## config.mk

```make
export PLATFORM = sky130hd
export DESIGN_NAME = sort4_seq_ctrl
export DESIGN_NICKNAME = d
export VERILOG_FILES = /design/src/rtl/sort4_seq_ctrl.sv
export SDC_FILE = /design/constraint.sdc
export NUM_CORES = 1
export LEC_CHECK = 0
export BUFFER_PORTS_ARGS = -buffer_cell sky130_fd_sc_hd__buf_2
export CORE_ASPECT_RATIO = 2
export CORE_MARGIN = 2
export CORE_UTILIZATION = 46
export CTS_BUF_LIST = sky130_fd_sc_hd__clkbuf_8
export DETAILED_ROUTE_END_ITERATION = 10
export GPL_TIMING_DRIVEN = 1
export HOLD_SLACK_MARGIN = 0.12
export PLACE_DENSITY_LB_ADDON = 0.3
export SYNTH_ARGS = -nofsm -noshare
export SYNTH_HDL_FRONTEND = slang
export SYNTH_SLANG_ARGS = --single-unit
```

## constraint.sdc

```tcl
create_clock -name clk -period 2.1 [get_ports clk]
set_input_delay 0.42 -clock clk [delete_from_list [all_inputs] [get_ports clk]]
set_output_delay 0.42 -clock clk [all_outputs]
set_load 0.005 [all_outputs]
```

## src/rtl/sort4_seq_ctrl.sv

```systemverilog
// Sequenced 4-element sorter: one compare-exchange per clock over a 5-step network; result 5 edges after accept, held until out_ready.
// Backpressure: in_ready low from accept until the result is taken; define SORT4_SEQ_DESC_EN for a descending result.
module sort4_seq_ctrl #(
  parameter int WIDTH = 4
) (
  input  logic             clk,
  input  logic             rst_n,
  input  logic             in_valid,
  output logic             in_ready,
  input  logic [WIDTH-1:0] InA,
  input  logic [WIDTH-1:0] InB,
  input  logic [WIDTH-1:0] InC,
  input  logic [WIDTH-1:0] InD,
  output logic             out_valid,
  input  logic             out_ready,
  output logic [WIDTH-1:0] OutA,
  output logic [WIDTH-1:0] OutB,
  output logic [WIDTH-1:0] OutC,
  output logic [WIDTH-1:0] OutD,
  output logic             busy,
  output logic [2:0]       step
);

  typedef enum logic [1:0] {IDLE, SORT, DONE} state_t;

  state_t           state;
  logic [WIDTH-1:0] r0, r1, r2, r3;

  // Ties never swap, so equal keys leave the registers untouched.
  function automatic logic needSwap(input logic [WIDTH-1:0] lo, input logic [WIDTH-1:0] hi);
`ifdef SORT4_SEQ_DESC_EN
    return lo < hi;
`else
    return lo > hi;
`endif
  endfunction

  assign OutA = r0;
  assign OutB = r1;
  assign OutC = r2;
  assign OutD = r3;

  always_ff @(posedge clk or negedge rst_n) begin
    if (!rst_n) begin
      state     <= IDLE;
      step      <= 3'd0;
      r0        <= '0;
      r1        <= '0;
      r2        <= '0;
      r3        <= '0;
      in_ready  <= 1'b1;
      out_valid <= 1'b0;
      busy      <= 1'b0;
    end else begin
      case (state)
        IDLE: begin
          if (in_valid) begin
            r0       <= InA;
            r1       <= InB;
            r2       <= InC;
            r3       <= InD;
            step     <= 3'd0;
            state    <= SORT;
            in_ready <= 1'b0;
            busy     <= 1'b1;
          end
        end
        SORT: begin
          case (step)
            3'd0: if (needSwap(r0, r1)) begin r0 <= r1; r1 <= r0; end
            3'd1: if (needSwap(r2, r3)) begin r2 <= r3; r3 <= r2; end
            3'd2: if (needSwap(r0, r2)) begin r0 <= r2; r2 <= r0; end
            3'd3: if (needSwap(r1, r3)) begin r1 <= r3; r3 <= r1; end
            3'd4: if (needSwap(r1, r2)) begin r1 <= r2; r2 <= r1; end
            default: ;
          endcase
          if (step == 3'd4) begin
            step      <= 3'd0;
            state     <= DONE;
            busy      <= 1'b0;
            out_valid <= 1'b1;
          end else begin
            step <= step + 3'd1;
          end
        end
        DONE: begin
          if (out_ready) begin
            state     <= IDLE;
            out_valid <= 1'b0;
            in_ready  <= 1'b1;
          end
        end
        default: begin
          state     <= IDLE;
          step      <= 3'd0;
          in_ready  <= 1'b1;
          out_valid <= 1'b0;
          busy      <= 1'b0;
        end
      endcase
    end
  end

endmodule

```

==> results of run 1 <==
[power groups by stage]
stage | combinational, mW | sequential (mW) | clock, mW
2_1_floorplan | 2.35 | 0.980 | 0
3_3_place_gp | 3.44 | 0.997 | 0
3_5_place_dp | 3.53 | 1.01 | 0
4_1_cts | 3.59 | 1.00 | 0.430
5_1_grt | 4.05 | 1.03 | 0.450
6_report | 3.68 | 1.00 | 0.423
[Yosys cell counts, types with 3 or more instances]
| cell | number | area [um^2] |
|---|---|---|
| inv_1 | 15 | 56.30 |
| a222oi_1 | 4 | 40.04 |
| mux2_2 | 4 | 45.04 |
| a21oi_1 | 19 | 95.09 |
| o21ai_1 | 3 | 15.01 |
| o21ai_0 | 17 | 85.08 |
| nand2b_1 | 3 | 18.77 |
| a211oi_1 | 5 | 37.54 |
| dfrtp_1 | 23 | 575.6 |
| ha_1 | 25 | 312.8 |
| mux2i_1 | 13 | 130.1 |
| o211ai_1 | 6 | 45.04 |
| nor2b_1 | 7 | 43.79 |
| nand2_1 | 23 | 86.33 |
| clkbuf_1 | 3 | 11.26 |
| nor2_1 | 18 | 67.56 |
| nand4_1 | 3 | 18.77 |
| buf_2 | 4 | 20.02 |
| mux2_4 | 4 | 60.06 |
| mux2_1 | 4 | 45.04 |
[logic make-up (layout without fill, tap and decap cells)]
group           Yosys count  after routing  share of synthesized area (%)
simple gates             62             62                          14.16
buf+inv                  24             87                          5.099
mux                      25             25                          13.44
fa+ha+maj                25             25                          15.00
compound gates           71             71                          23.46
flops                    24             24                          28.85
[what timing repair did]
item | in CTS | in global routing
setup buffers | 0 | 3
resized for setup | 2 | 8
endpoints found under the setup margin | 7 | 16
gates cloned | 0 | 0
pin swaps | 0 | 1
[worst paths after layout]
check | startpoint | endpoint | slack, ns | cells after the start
worst max-delay path | OutC[2]$_DFFE_PN0P_ | OutC[3]$_DFFE_PN0P_ | 0.004 | 6
worst min-delay path | rst_n | OutD[3]$_DFFE_PN0P_ | 0.14 | 1
worst max register to register | OutC[2]$_DFFE_PN0P_ | OutC[3]$_DFFE_PN0P_ | 0.004 | 6
worst min register to register | busy$_DFFE_PN0P_ | busy$_DFFE_PN0P_ | 0.51 | 2
max in group asynchronous | rst_n | OutB[3]$_DFFE_PN0P_ | 1.52 | 1
min in group clk | InD[2] | OutD[2]$_DFFE_PN0P_ | 0.42 | 3
[cells in the final DEF, fill, tap and decap left out, types with 4 or more instances in the layout]
cell | Yosys | routed
a211oi_1 | 5 | 4
a21oi_1 | 19 | 18
a222oi_1 | 4 | 4
buf_2 | 4 | 41
buf_4 | 1 | 27
dfrtp_1 | 23 | 20
ha_1 | 25 | 22
inv_1 | 15 | 14
mux2_1 | 4 | 4
mux2_2 | 4 | 4
mux2_4 | 4 | 4
mux2i_1 | 13 | 12
nand2_1 | 23 | 23
nor2_1 | 18 | 18
nor2b_1 | 7 | 7
o211ai_1 | 6 | 6
o21ai_0 | 17 | 17
[metal layers]
metal	track usage, %	part of all wire [%]
met1	28.13	36
met2	45.17	53
met3	2.402	4.0
met4	17.00	6.7
met5	0	0
[through the flow]
step / TNS, ns / power [mW] / hold slack (ns) / utilization, % / worst slack (ns)
2_1_floorplan: 0 / 3.329 / 0.1244 / - / 0.1024
3_3_place_gp: 0 / 4.435 / 0.4523 / 57.35 / 0.06118
3_5_place_dp: -0.08919 / 4.545 / 0.4579 / 57.35 / -0.03434
4_1_cts: 0 / 5.017 / 0.1575 / 59.11 / 0.02447
5_1_grt: -0.1640 / 5.524 / 0.1803 / 60.06 / -0.03865
6_report: 0 / 5.106 / 0.1374 / 60.06 / 0.004162
[area by class of cell]
cell class | instances | area, um^2 | area share [%]
clock buffer | 3 | 41.29 | 1.584
clock inverter | 1 | 30.03 | 1.152
inverter | 15 | 56.30 | 2.160
multi-input combinational | 183 | 1398 | 53.62
sequential | 24 | 605.6 | 23.24
tap | 54 | 67.56 | 2.592
timing repair buffer | 68 | 407.9 | 15.65
[sequential cells by signal (all words and copies together) (netlist names)]
register,flops
out_valid,1
OutD,4
OutA,4
OutC,4
step,3
OutB,4
state,2
busy,1
in_ready,1
[critical path: stages (launching register included)]
cell and delay [ns]:
dfrtp_1 0.47, inv_1 0.16, ha_1 0.32, and4_1 0.23
a211oi_1 0.33, o211ai_2 0.17, mux2_4 0.32
==> results_dict.tcl, run 1 <==
set metrics [dict create \
    ys_types 43 \
    num_io_pins 42 \
    synth_nets 276 \
    dr.pass1.iters 4 \
    power_switching_share_pct 46.08 \
    cts_max_path_buffers 2 \
    grt_pass1_vias 2033 \
    p_sw_mw 2.353 \
    grt.total_usage_pct 25.74 \
    post-route-period-util_pct 99.80 \
    path_clk_slew_ns 0.10 \
    synthCells 231 \
    vias 2072 \
    drive_above_1_share_pct 33.67 \
    ant_nets 0 \
    hold_viol_final 0 \
    final_cells 348 \
    cp-start-kind "flip-flop" \
    ys_ff_latch 24 \
    drv_slew 0 \
    max_freq_ghz 0.4771 \
    comb_power_share_pct 72.1 \
    viasPerCell 5.954 \
    yosysWarningCount 0 \
    syn_area_per_cell_um2 9.029 \
    root_buffer "clkbuf_8" \
    fp.dieArea_um2 5122 \
    cts_tree "yes" \
    synth-edff-count 0 \
    run_status "finished, final reports clean" \
    overflow 0 \
    fin_nets 340 \
    clkPwrFrac_pct 8.3 \
    clk_latency_ns 0.27 \
    setup_viol 0 \
    p_int_mw 2.753 \
    cp_data_arrival_time_ns 2.26 \
    fill_cells 426 \
    finalClockSkew_ns 0.003334 \
    max_slew_margin_pct 59.72 \
    p_leak_nw 1.256 \
    initial_core_util_pct 48.07 \
    gp_congestion 0.8663 \
    rows 34 \
    dpl_cell_area_um2 2489 \
    tightest_slew_ns 0.6042 \
    dp_hpwl_mm 4.730 \
    drtIter0Drc 77 \
    fin_crit_ns 2.096 \
    hold_path.class "in2async" \
    dp.cells 341 \
    wire_per_inst_um 17.66 \
    area_growth_pct 24.96 \
    endpoint_kind "flip-flop" \
    die_h_um 99.23 \
    antenna_cells 0 \
    synth-main-ff-cell "dfrtp_1" \
    cts_htree_levels 1 \
    postCtsHoldBufs 0 \
    cts_buffers 3 \
    antenna_found_initial 0 \
    synth-seq-area-share_pct 28.85 \
    drc 0 \
    grt_max_degree 25 \
    die_x_um 51.62 \
    grt_pass1_wl_mm 9.791 \
    coreArea_um2 4339 \
    pwr-share-seq_pct 19.6 \
    fin_area_um2 2606 \
    cts.sinks 24 \
    syn_area_um2 2086 \
    rsz0062_at_grt "yes" \
    drt_wl_total_mm 6.146 \
    numPortBuffers 41 \
    crit_type "reg2reg" \
    cp_max_fo 5 \
    peakVddDrop_uv 1001 \
    max_cap_viol_count 0 \
    powerDensity_nw_per_um2 1959 \
    cp.required_ns 2.27 \
    async_flop_share_pct 100.0 \
]
Note: power is estimated with default switching activity, not from simulation.
==> run 2, diff against run 1 <==
ABC_AREA = 1   (was default)
CELL_PAD_IN_SITES_DETAIL_PLACEMENT = 0   (was default)
CELL_PAD_IN_SITES_GLOBAL_PLACEMENT = 2   (was default)
CORE_UTILIZATION = 28   (was 46)
==> run 2 against run 1 <==
Critical path depth grew 4. Core utilization shrank 25 points. Synthesized cell count grew 38%. Design area shrank 2.1%. Sequential share of layout area grew 0.45 points. Clock skew is essentially flat. Global-route usage shrank 6.1 points. Area after synthesis grew 0.42%.
==> results_dict.tcl, run 2 <==
set metrics [dict create \
    antenna_found_initial 0 \
    drc 0 \
    grt_use_met3_pct 1.507 \
    r2r_slack_ns 0.22 \
    slowest_delay_ns 0.48 \
    cts_max_path_buffers 2 \
    comb_power_share_pct 73.2 \
    max_cap_viol_count 0 \
    num_io_pins 42 \
    clk_latency_ns 0.29 \
    max_freq_ghz 0.5317 \
    overflow 0 \
    setup_viol 0 \
    power_switching_share_pct 55.62 \
    max_slew_margin_pct 60.63 \
    drive_above_1_share_pct 19.62 \
    top_usage_layer "met2" \
    grt_use_met2_pct 38.14 \
    p_sw_mw 2.618 \
    syn_area_um2 2095 \
    mostFrequentLayoutCell "nand2_1" \
    rr_startpoint "OutB[3]$_DFFE_PN0P_" \
    fin_nets 418 \
    grt_max_degree 25 \
    numPortBuffers 41 \
    vias 2205 \
    critPathLaunch "OutB[3]$_DFFE_PN0P_" \
    synthCells 318 \
    wire_per_inst_um 16.20 \
    cp-start-kind "flip-flop" \
    grt_pass1_vias 2274 \
    ys_ff_latch 24 \
    hold_viol_final 0 \
    gp_congestion 0.9076 \
    yosysMostFrequentCell "nand2_1" \
    root_buffer "clkbuf_8" \
    powerDensity_nw_per_um2 1845 \
    synth-seq-area-share_pct 28.73 \
    setup_tns_ns 0 \
    grt_use_met1_pct 19.89 \
    synth_commonest_cells "110 x nand2_1, 50 x inv_1, 26 x nand3_1" \
    cp_data_arrival_time_ns 2.07 \
    synth-main-ff-cell "dfrtp_1" \
    crit_chain "ha_1, nand2_1, inv_1, o21ai_0, nand2_1, nand2_1, a21oi_4, nand2_4, nand2_1, nand2_1" \
    finalClockSkew_ns 0.003751 \
    cts_buffers 3 \
    reg2regPathDepth 10 \
    cp.required_ns 2.29 \
    antenna_cells 0 \
    peakVddDrop_uv 574.7 \
    die_x_um 65.16 \
    pwr-share-seq_pct 20.3 \
    final_cell_mix "108 x nand2_1, 51 x inv_1, 41 x buf_2" \
    ys_types 24 \
    final_cells 464 \
    rows 44 \
    drv_slew 0 \
    synth_top_area_share_pct 27.48 \
    synth_nets 363 \
    endpoint_kind "flip-flop" \
    crit_type "reg2reg" \
    ys_top_cells_by_area "dfrtp_1 27%, nand2_1 20%, ha_1 15%" \
    dp_hpwl_mm 6.276 \
    initial_core_util_pct 28.82 \
    clkPwrFrac_pct 6.5 \
    dp.cells 459 \
    syn_area_per_cell_um2 6.587 \
    p_leak_nw 1.495 \
    crit_end "OutB[1]$_DFFE_PN0P_" \
    crit_slowest_cell "dfrtp_1" \
    yosysWarningCount 0 \
    rsz0062_at_grt "no" \
    drtIter0Drc 77 \
    fin_area_um2 2551 \
    cts.sinks 24 \
    cts_tree "yes" \
    cts_htree_levels 1 \
    p_total_mw 4.708 \
    async_flop_share_pct 100.0 \
    synth-edff-count 0 \
    p_int_mw 2.090 \
    path_clk_slew_ns 0.09 \
    run_status "finished, final reports clean" \
    post-route-period-util_pct 89.56 \
    fp.dieArea_um2 8230 \
    grt.total_usage_pct 19.66 \
    yosysTopAreaCell "dfrtp_1" \
    tightest_slew_ns 0.5906 \
    grt_pass1_wl_mm 11.93 \
    drt_wl_total_mm 7.519 \
    area_growth_pct 21.80 \
    fin_crit_ns 1.881 \
    r2r_end "OutB[1]$_DFFE_PN0P_" \
    viasPerCell 4.752 \
    die_h_um 126.3 \
    dr.pass1.iters 4 \
    coreArea_um2 7267 \
    ant_nets 0 \
    crit_top_cell "nand2_1" \
    cp_max_fo 10 \
    dpl_cell_area_um2 2481 \
    hold_path.class "in2async" \
]
run 2: changes by cell type in the layout (fill, tap and decap cells not counted), moves of 7 or more:
| cell | delta |
|---|---|
| nand3_1 | +25 |
| mux2i_1 | -12 |
| buf_4 | -13 |
| nor2b_1 | -7 |
| inv_1 | +37 |
| nand2_1 | +85 |
run 2: worst min-delay path by stage:
stage,start,endpoint,slack (ns),depth (start not counted)
4_1_cts,rst_n,state[1]$_DFFE_PN0P_,0.15,1
2_1_floorplan,rst_n,OutA[0]$_DFFE_PN0P_,0.12,0
5_1_grt,rst_n,state[1]$_DFFE_PN0P_,0.17,1
3_3_place_gp,in_ready$_DFFE_PN1P_,in_ready$_DFFE_PN1P_,0.45,2
3_5_place_dp,rst_n,step[1]$_DFFE_PN0P_,0.46,1
6_report,rst_n,step[1]$_DFFE_PN0P_,0.12,1
run 2: per-stage QoR:
| stage | util, % | worst slack (ns) | hold slack, ns |
|---|---|---|---|
| final | 35.11 | 0.2193 | 0.1229 |
| after global routing | 35.11 | 0.01170 | 0.1653 |
| after CTS | 34.76 | 0.1085 | 0.1509 |
| after detailed placement | 34.14 | 0.1249 | 0.4650 |
| after global placement | 34.14 | 0.09518 | 0.4540 |
| after floorplan | - | 0.5054 | 0.1244 |
run 2: kinds of logic (layout without fill, tap and decap cells):
family | count (synthesis) | in the layout | synth area share, %
fa+ha+maj | 25 | 25 | 14.93
compound gates | 44 | 44 | 12.25
buf+inv | 57 | 111 | 10.81
flops | 24 | 24 | 28.73
simple gates | 168 | 168 | 33.27
run 2: layer usage:
metal  part of all wire, %  up-vias  routed length, um
met3                   3.2       17                237
met1                    35     1014               2612
met5                     0        -                  0
met4                   5.1        0                386
met2                    57       54               4282
li1                      -     1120                  -
run 2: timing repair:
action,in CTS,in global routing
hold buffers,0,0
setup endpoints to repair,0,8
gates resized for setup,0,6
buffers inserted,0,1
run 2: power by group through the flow:
| stage | Clock, mW | Sequential, mW | Combinational, mW |
|---|---|---|---|
| after detailed placement | 0 | 0.968 | 3.41 |
| after global placement | 0 | 0.965 | 3.39 |
| after global routing | 0.327 | 0.995 | 3.98 |
| after floorplan | 0 | 0.936 | 2.24 |
| after CTS | 0.316 | 0.960 | 3.42 |
| final | 0.308 | 0.954 | 3.45 |
run 2: layout make-up:
cell class | count | area (um^2)
repair buffers | 55 | 310.3
clock inverters | 1 | 3.754
flip-flops and latches | 24 | 604.3
well taps | 92 | 115.1
multi-input cells | 237 | 1281
inverters | 52 | 195.2
clock buffers | 3 | 41.29
fillers | 843 | 4716
run 2: critical path: cells and delay by family (launching register included):
family                     cells  cell delay (ns)
AOI/OAI and AO/OA              2             0.45
adders and majority gates      1             0.33
buffers and inverters          1             0.07
DFF                            1             0.48
and+or+nand+nor                6             0.44
==> run 3, diff against run 2 <==
ABC_AREA = default   (was 1)
CORE_UTILIZATION = 31   (was 28)
==> run 3 against run 2 <==
Combinational power increased by 19%. Worst hold slack worse by 0.0035 ns. Clock-buffer cell count up 1. Flip-flop and latch count unchanged. Sequential power rose by 4.7%. Via count is 8.2% lower. First-iteration DRC count is 43% higher. Largest cell class unchanged.
==> results_dict.tcl, run 3 (synthesis results as in run 1) <==
set metrics [dict create \
    regArea_um2 608.1 \
    cp-start-kind "flip-flop" \
    final_cell_mix "42 x buf_4, 41 x buf_2, 23 x nand2_1" \
    fin_nets 355 \
    grt_max_degree 25 \
    cp_max_fo 5 \
    rsz0062_at_grt "yes" \
    cp_data_arrival_time_ns 2.25 \
    power_switching_share_pct 45.75 \
    ant_nets 0 \
    hold_path.class "in2async" \
    die_x_um 62 \
    hold_ws_ns 0.1194 \
    fp.dieArea_um2 7440 \
    drt_wl_total_mm 6.949 \
    max_freq_ghz 0.4829 \
    max_slew_margin_pct 61.48 \
    path_clk_slew_ns 0.09 \
    num_io_pins 42 \
    die_h_um 120 \
    tightest_slew_ns 0.5778 \
    cp.required_ns 2.28 \
    fill_cells 702 \
    drtIter0Drc 110 \
    run_status "finished, final reports clean" \
    drv_slew 0 \
    area_growth_pct 34.91 \
    dr.pass1.iters 4 \
    p_total_mw 5.464 \
    grt.total_usage_pct 20.23 \
    crit_chain "buf_4, ha_1, nor2b_1, o211ai_1, a21oi_2, buf_4, o221ai_4, mux2_2" \
    p_sw_mw 2.500 \
    setup_viol 0 \
    r2r_slack_ns 0.03 \
    antenna_found_initial 0 \
    comb_power_share_pct 75.4 \
    powerDensity_nw_per_um2 1942 \
    pwr-share-seq_pct 18.3 \
    rr_startpoint "OutB[1]$_DFFE_PN0P_" \
    p_int_mw 2.964 \
    antenna_cells 0 \
    grt_pass1_wl_mm 10.78 \
    postCtsHoldBufs 0 \
    crit_type "reg2reg" \
    wire_per_inst_um 17.50 \
    numPortBuffers 41 \
    fin_crit_ns 2.071 \
    final_core_util_pct 42.84 \
    coreArea_um2 6569 \
    cts_htree_levels 1 \
    clkPwrFrac_pct 6.3 \
    cts_tree "yes" \
    post-route-period-util_pct 98.61 \
    drc 0 \
    cts.sinks 24 \
    endpoint_kind "flip-flop" \
    grt_pass1_vias 2044 \
    crit_slowest_cell "dfrtp_2" \
    rows 42 \
    initial_core_util_pct 31.75 \
    reg2regPathDepth 8 \
    overflow 0 \
    cts_buffers 3 \
    multi_input_area_um2 1464 \
    p_leak_nw 1.344 \
    vias 2024 \
    r2r_end "OutB[1]$_DFFE_PN0P_" \
    viasPerCell 5.098 \
    cts_max_path_buffers 2 \
    mostFrequentLayoutCell "buf_4" \
    drive_above_1_share_pct 38.19 \
    finalClockSkew_ns 0.003060 \
    crit_top_cell "buf_4" \
    dp_hpwl_mm 5.508 \
    peakVddDrop_uv 656.6 \
    gp_congestion 0.8421 \
    root_buffer "clkbuf_8" \
    max_cap_viol_count 0 \
    hold_viol_final 0 \
    clk_latency_ns 0.28 \
    slowest_delay_ns 0.46 \
]
run 3: cell count changes in the layout (fill, tap and decap cells not counted), moves of 6 or more:
cell / delta
buf_4: +28
inv_1: -36
mux2i_1: +13
nand2_1: -85
nand3_1: -25
nor2b_1: +6
o211ai_1: +6
run 3: per-layer routing:
metal	track usage, %	up-vias	wire length [um]
li1	-	1004	-
met1	22.14	954	2509
met2	36.33	51	3958
met3	1.724	15	217
met4	9.574	0	262
met5	0	-	0
run 3: area by class of cell:
class                      instances  area share [%]
timing repair buffer              83           18.50
clock buffer                       4           1.956
sequential                        24           21.61
tap                               88           3.913
inverter                          15           2.001
multi-input combinational        183           52.02
run 3: timing repair:
action | CTS | global route
resized for setup | 3 | 18
buffers inserted | 0 | 4
endpoints found under the setup margin | 11 | 13
pin swaps | 0 | 6
run 3: stage by stage:
stage	instances	area (um^2)	setup TNS (ns)	worst slack, ns
after detailed placement	389	2636	-0.4921	-0.1763
final	397	2814	0	0.02914
after CTS	393	2699	0	0.007619
after floorplan	231	2086	0	0.1024
after global placement	389	2636	-0.3656	-0.1508
after global routing	397	2814	-0.1545	-0.05699
run 3: power by group through the flow:
stage	sequential (mW)	clock [mW]	combinational, mW
floorplan	0.980	0	2.35
global placement	0.997	0	3.76
detailed placement	1.00	0	3.80
CTS	0.998	0.358	3.83
global route	1.04	0.370	4.58
finish	0.999	0.343	4.12
run 3: worst max-delay path: cells and delay by family, from the launching register on:
family / cells / cell delay (ns)
AND/OR/NAND/NOR: 1 / 0.14
flip-flops: 1 / 0.46
multiplexers: 1 / 0.37
AO/OA/AOI/OAI: 3 / 0.38
buffers and inverters: 2 / 0.32
adder cells (fa/ha/maj): 1 / 0.30
run 3: worst max-delay path by stage:
| stage | start | to | slack (ns) | cells after the start |
|---|---|---|---|---|
| after global placement | step[1]$_DFFE_PN0P_ | OutB[1]$_DFFE_PN0P_ | -0.15 | 7 |
| final | OutB[1]$_DFFE_PN0P_ | OutB[1]$_DFFE_PN0P_ | 0.03 | 8 |
| after CTS | OutB[3]$_DFFE_PN0P_ | OutB[1]$_DFFE_PN0P_ | 0.008 | 6 |
| after floorplan | step[2]$_DFFE_PN0P_ | OutB[0]$_DFFE_PN0P_ | 0.10 | 9 |
| after detailed placement | step[1]$_DFFE_PN0P_ | OutB[1]$_DFFE_PN0P_ | -0.18 | 7 |
| after global routing | OutB[1]$_DFFE_PN0P_ | OutB[3]$_DFFE_PN0P_ | -0.06 | 8 |
